`src/rtl/sprite_pixel_pipe.sv`:
```
// Sprite pixel pipe: maps the beam position to a sprite ROM address and a palette colour.
// Latency: 3 clk (ADDR register, ROM read, output register).
// Backpressure: none; one pixel accepted every cycle, bubbles flow through as pix_valid=0.
module sprite_pixel_pipe #(
  parameter int SPR_W = 26,
  parameter int SPR_H = 32
) (
  input  logic        clk,
  input  logic        Reset,
  input  logic [9:0]  DrawX,
  input  logic [9:0]  DrawY,
  input  logic        pix_valid,
  input  logic        frame_start,
  input  logic [9:0]  pos_x,
  input  logic [9:0]  pos_y,
  input  logic        flip,
  output logic [9:0]  ADDR,
  input  logic [2:0]  q,
  output logic        valid_out,
  output logic        sprite_on,
  output logic [23:0] rgb
);

  localparam logic [10:0] SPR_W11 = 11'(SPR_W);
  localparam logic [10:0] SPR_H11 = 11'(SPR_H);
  localparam logic [9:0]  SPR_W10 = 10'(SPR_W);

  // Shadow position/orientation, only updated during vertical blank
  logic [9:0] sx_q, sx_d;
  logic [9:0] sy_q, sy_d;
  logic       sflip_q, sflip_d;

  // Stage 1: ROM address plus valid/hit
  logic [9:0] addr_q, addr_d;
  logic       v1_q, v1_d;
  logic       h1_q, h1_d;

  // Stage 2: aligned with the ROM data q
  logic       v2_q, v2_d;
  logic       h2_q, h2_d;

  // Stage 3: output registers
  logic        valid_out_q, valid_out_d;
  logic        sprite_on_q, sprite_on_d;
  logic [23:0] rgb_q, rgb_d;

  // Stage 0 intermediates
  logic [10:0] dx, dy;
  logic        in_box;
  logic [9:0]  col;
  logic [9:0]  addr_calc;
  logic [23:0] pal;

  // Shadow registers latch the requested position only on frame_start; the
  // pixel sampled in that same cycle still sees the old values.
  always_comb begin
    sx_d    = sx_q;
    sy_d    = sy_q;
    sflip_d = sflip_q;
    if (frame_start) begin
      sx_d    = pos_x;
      sy_d    = pos_y;
      sflip_d = flip;
    end
  end

  // Stage 0: box test and address; 11-bit differences keep the sign so a
  // sprite near column/row 1023 never wraps onto low coordinates.
  always_comb begin
    dx        = {1'b0, DrawX} - {1'b0, sx_q};
    dy        = {1'b0, DrawY} - {1'b0, sy_q};
    in_box    = pix_valid && !dx[10] && !dy[10] && (dx < SPR_W11) && (dy < SPR_H11);
    col       = sflip_q ? (SPR_W10 - 10'd1 - dx[9:0]) : dx[9:0];
    addr_calc = dy[9:0] * SPR_W10 + col;
    addr_d    = in_box ? addr_calc : 10'd0;
    v1_d      = pix_valid;
    h1_d      = in_box;
    v2_d      = v1_q;
    h2_d      = h1_q;
  end

  // Output stage: palette lookup, index 0 is transparent and forces black.
  always_comb begin
    pal = 24'h000000;
    case (q)
      3'd1:    pal = 24'hFF0000;
      3'd2:    pal = 24'h8B4513;
      3'd3:    pal = 24'hFFCC99;
      3'd4:    pal = 24'h0000FF;
      3'd5:    pal = 24'hFFFF00;
      3'd6:    pal = 24'h000000;
      3'd7:    pal = 24'hFFFFFF;
      default: pal = 24'h000000;
    endcase
    valid_out_d = v2_q;
    sprite_on_d = h2_q && (q != 3'd0);
    rgb_d       = sprite_on_d ? pal : 24'h000000;
  end

  // All state registers; reset clears shadows and flushes in-flight pixels.
  always_ff @(posedge clk or posedge Reset) begin
    if (Reset) begin
      sx_q        <= 10'd0;
      sy_q        <= 10'd0;
      sflip_q     <= 1'b0;
      addr_q      <= 10'd0;
      v1_q        <= 1'b0;
      h1_q        <= 1'b0;
      v2_q        <= 1'b0;
      h2_q        <= 1'b0;
      valid_out_q <= 1'b0;
      sprite_on_q <= 1'b0;
      rgb_q       <= 24'h000000;
    end else begin
      sx_q        <= sx_d;
      sy_q        <= sy_d;
      sflip_q     <= sflip_d;
      addr_q      <= addr_d;
      v1_q        <= v1_d;
      h1_q        <= h1_d;
      v2_q        <= v2_d;
      h2_q        <= h2_d;
      valid_out_q <= valid_out_d;
      sprite_on_q <= sprite_on_d;
      rgb_q       <= rgb_d;
    end
  end

  assign ADDR      = addr_q;
  assign valid_out = valid_out_q;
  assign sprite_on = sprite_on_q;
  assign rgb       = rgb_q;

endmodule
```
`config.mk`:
```
export PLATFORM = sky130hd
export DESIGN_NAME = sprite_pixel_pipe
export DESIGN_NICKNAME = d
export VERILOG_FILES = /design/src/rtl/sprite_pixel_pipe.sv
export SDC_FILE = /design/constraint.sdc
export NUM_CORES = 1
export LEC_CHECK = 0
export ABC_AREA = 1
export ABC_CLOCK_PERIOD_IN_PS = 9850
export CORE_MARGIN = 3
export CORE_UTILIZATION = 56
export DETAILED_ROUTE_END_ITERATION = 6
export GPL_TIMING_DRIVEN = 0
export PLACE_DENSITY_LB_ADDON = 0.05
export REMOVE_ABC_BUFFERS = 1
export SETUP_SLACK_MARGIN = 0.2
export SLEW_MARGIN = 15
export SYNTH_ARGS = -nofsm -noshare
export SYNTH_HDL_FRONTEND = slang
export SYNTH_SLANG_ARGS = --single-unit
export TNS_END_PERCENT = 100
```
`constraint.sdc`:
```
create_clock -name clk -period 9.85 [get_ports clk]
set_input_delay 0.985 -clock clk [delete_from_list [all_inputs] [get_ports clk]]
set_output_delay 0.985 -clock clk [all_outputs]
set_load 0.05 [all_outputs]
```
==> results of run 1 <==
## layer usage
metal  track usage [%]  wire [um]  vias up
li1                  -          -     1740
met1              23.7       3310     1457
met2              37.3       3830       72
met3              3.08        318       12
met4              6.25        117        0
met5                 0          0        -
## cell families after synthesis
group / synth area share [%]
AO/OA/AOI/OAI: 8.40
XOR/XNOR: 6.17
adder cells (fa/ha/maj): 17.4
buffers and inverters: 12.6
flip-flops: 29.6
multiplexers: 0.566
AND/OR/NAND/NOR: 25.4
## power groups by stage
stage | registers, mW | clock network, mW | logic (mW)
CTS | 0.204 | 0.130 | 0.823
finish | 0.204 | 0.125 | 0.823
global route | 0.205 | 0.135 | 0.957
floorplan | 0.208 | 0 | 0.662
detailed placement | 0.208 | 0 | 0.815
global placement | 0.208 | 0 | 0.780
## layout make-up
cell class                 count  area share [%]
multi-input combinational    352            47.0
sequential                    47            24.0
timing repair buffer          84            17.3
inverter                      95            7.28
tap                           96            2.45
clock buffer                   5            1.41
clock inverter                 3           0.562
## sequential cells by signal, summed over array words and instances (netlist names)
| register | flops |
|---|---|
| valid_out | 1 |
| v2_q | 1 |
| h2_q | 1 |
| v1_q | 1 |
| sx_q | 10 |
| sflip_q | 1 |
| rgb | 10 |
| sy_q | 10 |
| ADDR | 10 |
| sprite_on | 1 |
| h1_q | 1 |
## placed cells by master (no fill, tap or decap), drive strengths merged
| cell type | synthesis | final |
|---|---|---|
| a21boi | 1 | 1 |
| or2 | 7 | 7 |
| a21oi | 24 | 24 |
| clkinvlp | 0 | 1 |
| o21a | 1 | 1 |
| ha | 44 | 44 |
| a31oi | 3 | 3 |
| clkbuf | 4 | 5 |
| dfrtp | 47 | 47 |
| buf | 16 | 2 |
| clkinv | 2 | 2 |
| mux2 | 2 | 2 |
| nand4 | 5 | 5 |
| xor2 | 18 | 18 |
| o21ai | 27 | 27 |
| nand3 | 35 | 35 |
| fa | 7 | 7 |
| inv | 93 | 95 |
| o21bai | 1 | 1 |
| nand3b | 3 | 3 |
| a22oi | 1 | 1 |
| clkdlybuf4s50 | 0 | 82 |
| xnor2 | 10 | 10 |
| a21o | 3 | 3 |
| nand2 | 129 | 129 |
| nor2 | 31 | 31 |
## critical path, stage by stage
cell	delay, ns
clkdlybuf4s50_1	0.39
inv_1	0.08
ha_1	0.15
inv_1	0.05
fa_1	0.42
nand2_1	0.09
nand2_1	0.07
nand2_1	0.13
xor2_1	0.37
ha_1	0.21
inv_1	0.05
fa_1	0.51
inv_1	0.05
ha_1	0.35
a21oi_1	0.18
nand2_1	0.08
xor2_1	0.15
ha_1	0.34
a21oi_1	0.16
o21ai_0	0.10
a31oi_1	0.26
inv_1	0.10
nand3_1	0.09
nand3_1	0.08
nand2_1	0.06
nor2_1	0.03
## stage by stage
| step | cells | setup WS (ns) |
|---|---|---|
| 2_1_floorplan | 494 | 5.13 |
| 3_3_place_gp | 673 | 4.40 |
| 3_5_place_dp | 674 | 4.26 |
| 4_1_cts | 682 | 4.53 |
| 5_1_grt | 682 | 4.16 |
| 6_report | 682 | 4.50 |
## worst paths after layout
path	from	end	cells past startpoint	slack [ns]
max	DrawY[0]	ADDR[9]	26	4.50
min	v2_q	valid_out	0	0.36
max reg2reg	sy_q[0]	ADDR[9]	24	5.26
min reg2reg	v2_q	valid_out	0	0.36
max in group asynchronous	Reset	ADDR[6]	3	8.41
min in group asynchronous	Reset	sy_q[8]	2	0.96
==> results.json, run 1 <==
{
  "synth_cell_types": 37,
  "clockBufferDepth": 2,
  "end_kind": "flip-flop",
  "drt_iter0_markers": 74,
  "port_buffers": 83,
  "dieHeight_um": 90.3,
  "slew_violations": 0,
  "rsz0062_at_grt": "no",
  "p_per_area_nw_per_um2": 235,
  "setup_tns_ns": 0,
  "htreeDepth": 2,
  "io_pins": 84,
  "syn_avg_cell_area_um2": 7.74,
  "seq_area_um2": 1180,
  "grt_pass1_vias": 3369,
  "slew_headroom_pct": 59.5,
  "postCtsResizedCells": 0,
  "pwr-share-clk_pct": 10.9,
  "antenna_found_initial": 0,
  "cts_tree": "done",
  "leakage_nw": 2.59,
  "setup_viol": 0,
  "yosys.area.top_type": "dfrtp_1",
  "ir_worst_vdd_mv": 0.156,
  "nets": 684,
  "synth_area_leaders": "dfrtp_1 30%, ha_1 14%, nand2_1 11%",
  "vias": 3281,
  "start_kind": "input pin",
  "p_switching_uw": 559,
  "drcViolationCount": 0,
  "crit_type": "input pin to flip-flop",
  "finalCriticalPeriod_ns": 5.35,
  "grt_usage_pct": 20.1,
  "grt_overflow": 0,
  "worstSkewPairLatency_ns": 0.31,
  "syn_to_final_growth_pct": 23.1,
  "grt_pass1_wl_um": 13900,
  "synth_commonest_cells": "116 x nand2_1, 91 x inv_1, 47 x dfrtp_1",
  "cts_root_buf": "clkbuf_8",
  "tightest_slew_ns": 0.607,
  "layout-drive-gt1-share_pct": 9.56,
  "synth_cells": 514,
  "power.total_mw": 1.15,
  "maxCapViolations": 0,
  "synth-edff-count": 0,
  "final_cell_area_um2": 4900,
  "cts_sinks": 47,
  "wirelength_um": 7570,
  "clk_pin_slew_worst_paths_ns": 0.10,
  "whs_ns": 0.357,
  "ys_warn_count": 0,
  "cts_buffers": 5,
  "pwr-share-comb_pct": 71.4,
  "cp_data_arrival_time_ns": 5.52,
  "syn_area_um2": 3980,
  "min_path_type": "flip-flop to flip-flop",
  "ctsHoldBuffers": 0,
  "timing.final.crit_share_pct": 54.3,
  "drt_pre_antenna_iters": 4,
  "ys.flop_type": "dfrtp_1",
  "initial_core_util_pct": 58.2,
  "gp_congestion": 0.838,
  "fin_skew_ns": 0.0117,
  "p_seq_share_pct": 17.7,
  "fp.dieW_um": 90.3,
  "cp_data_required_time_ns": 10.03,
  "place_area_um2": 4800,
  "hpwl_um": 6430,
  "max_freq_mhz": 187,
  "finalHoldViolations": 0,
  "status": "finished clean",
  "wl_per_cell_um": 11.1,
  "seq_area_frac_synth_pct": 29.6,
  "synth_seq_cells": 47,
  "fillers": 583,
  "yosysTopAreaCellShare_pct": 29.6,
  "rows": 30,
  "multiInputGateArea_um2": 2300,
  "yosysMostFrequentCell": "nand2_1",
  "post-cts-setup-buffers": 0,
  "die-area_um2": 8150,
  "switching_share_pct": 48.5,
  "p_int_uw": 593,
  "insertedDiodeCount": 0,
  "grt_max_degree": 41,
  "final_util_pct": 71.7,
  "ant_nets": 0,
  "worstPathMaxFanout": 4,
  "async_flop_share_pct": 100,
  "core_um2": 6830,
  "via_per_inst": 4.81
}
Power figures use the tool's default switching activity.
==> run 2, diff against run 1 <==
- ABC_CLOCK_PERIOD_IN_PS: 9850 -> 4900
- CORE_UTILIZATION: 56 -> 47
- clock period: 9.85 -> 4.9 ns (I/O delays scaled with it)
==> run 2 against run 1 <==
Against the previous run: power increased by 110%; worst setup slack worse by 4.0 ns; wire length increased by 1.2%; final cell count increased by 1.5%; count of clock-buffer cells in the layout unchanged; critical endpoint unchanged; cell area grew 2.2%; sequential share of layout area is 0.52 points lower; largest power group unchanged; die area increased by 18%; first-iteration DRC count increased by 45%; register-to-register slack worse by 4.5 ns; non-clock buffer count rose by 4; sequential power up 100%.
==> results.json, run 2 (synthesis results as in run 1) <==
{
  "crit_slowest_cell": "fa_1",
  "drt_iter0_markers": 107,
  "wl_per_cell_um": 11.1,
  "dieHeight_um": 98.0,
  "setup_tns_ns": 0,
  "ant_nets": 0,
  "path_buf_inv": 5,
  "cp_common_cell": "ha_1",
  "status": "finished clean",
  "worstSkewPairLatency_ns": 0.31,
  "clockBufferDepth": 2,
  "final_cell_area_um2": 5000,
  "finalCriticalPeriod_ns": 4.42,
  "rr_worst_depth": 21,
  "place_inst": 680,
  "p_switching_mw": 1.17,
  "pwr-share-comb_pct": 73.1,
  "cts_sinks": 47,
  "drcViolationCount": 0,
  "hold_path.startpoint": "h1_q",
  "crit_chain": "clkdlybuf4s50_1, inv_1, ha_1, inv_2, fa_2, buf_4, xor2_1, ha_1, ha_1, xor2_1, fa_1, nand3_1, nand2_1, xor2_1, ha_1, a21oi_2, o21ai_1, a31oi_2, buf_4, nand2_1, nand3_1, nand2_1, nor2_1",
  "p_seq_share_pct": 16.6,
  "final_cell_mix": "114 x nand2_1, 89 x inv_1, 82 x clkdlybuf4s50_1",
  "antenna_found_initial": 0,
  "crit_type": "input pin to flip-flop",
  "fin_cells": 692,
  "via_per_inst": 4.79,
  "nets": 688,
  "ir_worst_vdd_mv": 0.368,
  "cp_data_arrival_time_ns": 4.67,
  "port_buffers": 83,
  "slew_headroom_pct": 58.9,
  "slew_violations": 0,
  "leakage_nw": 2.61,
  "syn_to_final_growth_pct": 25.8,
  "vias": 3318,
  "htreeDepth": 2,
  "end_kind": "flip-flop",
  "cts_tree": "done",
  "clk_pin_slew_worst_paths_ns": 0.10,
  "hpwl_um": 6280,
  "cp_data_required_time_ns": 5.14,
  "fillers": 756,
  "fp.dieW_um": 98.0,
  "rrSetupSlack_ns": 0.75,
  "layout-drive-gt1-share_pct": 12.0,
  "tightest_slew_ns": 0.616,
  "grt_usage_pct": 16.3,
  "start_kind": "input pin",
  "setup_viol": 0,
  "crit_family": "adder cells",
  "ctsHoldBuffers": 0,
  "drt_pre_antenna_iters": 4,
  "hold_depth": 0,
  "cts_buffers": 5,
  "core_um2": 7970,
  "rr_startpoint": "sy_q[0]",
  "insertedDiodeCount": 0,
  "whs_endpoint": "h2_q",
  "grt_pass1_vias": 3173,
  "max_freq_mhz": 226,
  "pwr-share-clk_pct": 10.3,
  "seq_area_um2": 1180,
  "worstPathMaxFanout": 3,
  "p_int_mw": 1.30,
  "finalHoldViolations": 0,
  "rsz0062_at_grt": "no",
  "die-area_um2": 9600,
  "cts_root_buf": "clkbuf_8",
  "timing.final.crit_share_pct": 90.3,
  "p_per_area_nw_per_um2": 494,
  "initial_core_util_pct": 49.9,
  "wirelength_um": 7660,
  "layout_commonest_cell": "nand2_1",
  "gp_congestion": 0.848,
  "grt_overflow": 0,
  "min_path_type": "flip-flop to flip-flop",
  "grt_max_degree": 41,
  "switching_share_pct": 47.3,
  "maxCapViolations": 0,
  "rows": 32,
  "multiInputGateArea_um2": 2370,
  "fin_skew_ns": 0.0116,
  "io_pins": 84,
  "reg2reg_to": "ADDR[9]",
  "place_area_um2": 4810,
  "slowest_delay_ns": 0.48,
  "grt_pass1_wl_um": 13400,
  "power.total_mw": 2.47
}
## run 2: changes by cell type in the layout (fill, tap and decap cells not counted), sizes merged
cell  delta
buf      +4
## run 2: repair_timing
item,CTS,global route
cloned,0,0
pin swaps,0,4
endpoints found under the setup margin,1,1
resized for setup,1,13
setup buffers,0,4
## run 2: power groups by stage
stage	registers, mW	clock network, mW	logic (mW)
after CTS	0.410	0.268	1.63
after floorplan	0.418	0	1.33
after global routing	0.412	0.282	2.07
after detailed placement	0.418	0	1.62
final	0.410	0.255	1.80
after global placement	0.417	0	1.58
## run 2: how the worst max path moves through the flow
stage                  start       to  slack, ns  cells after the start
detailed placement  DrawY[0]  ADDR[9]      -0.13                     26
global placement    DrawY[0]  ADDR[9]      -0.07                     26
global route        DrawY[0]  ADDR[9]       0.18                     26
CTS                 DrawY[0]  ADDR[9]       0.28                     26
floorplan           DrawY[0]  ADDR[9]       0.67                     25
finish              DrawY[0]  ADDR[9]       0.48                     23
## run 2: metal layers
layer | track usage [%] | vias up | part of all wire [%]
met1 | 21.1 | 1494 | 45
met4 | 4.69 | 0 | 1.7
met5 | 0 | - | 0
met3 | 2.86 | 12 | 4.7
li1 | - | 1744 | -
met2 | 27.9 | 68 | 48
## run 2: final cells by class
type,count,share of cell area (%)
Clock inverter,3,0.550
Clock buffer,5,1.38
Sequential cell,47,23.5
Multi-Input combinational cell,352,47.4
Inverter,95,7.13
Timing Repair Buffer,88,17.5
Tap cell,102,2.55
## run 2: per-stage QoR
stage                     setup slack (ns)  hold WS (ns)  util, %
after floorplan                      0.672         0.331        -
after detailed placement            -0.131         0.335     60.4
after CTS                            0.280         0.371     61.7
final                                0.476         0.368     62.8
after global placement             -0.0730         0.331     60.1
after global routing                 0.183         0.381     62.8
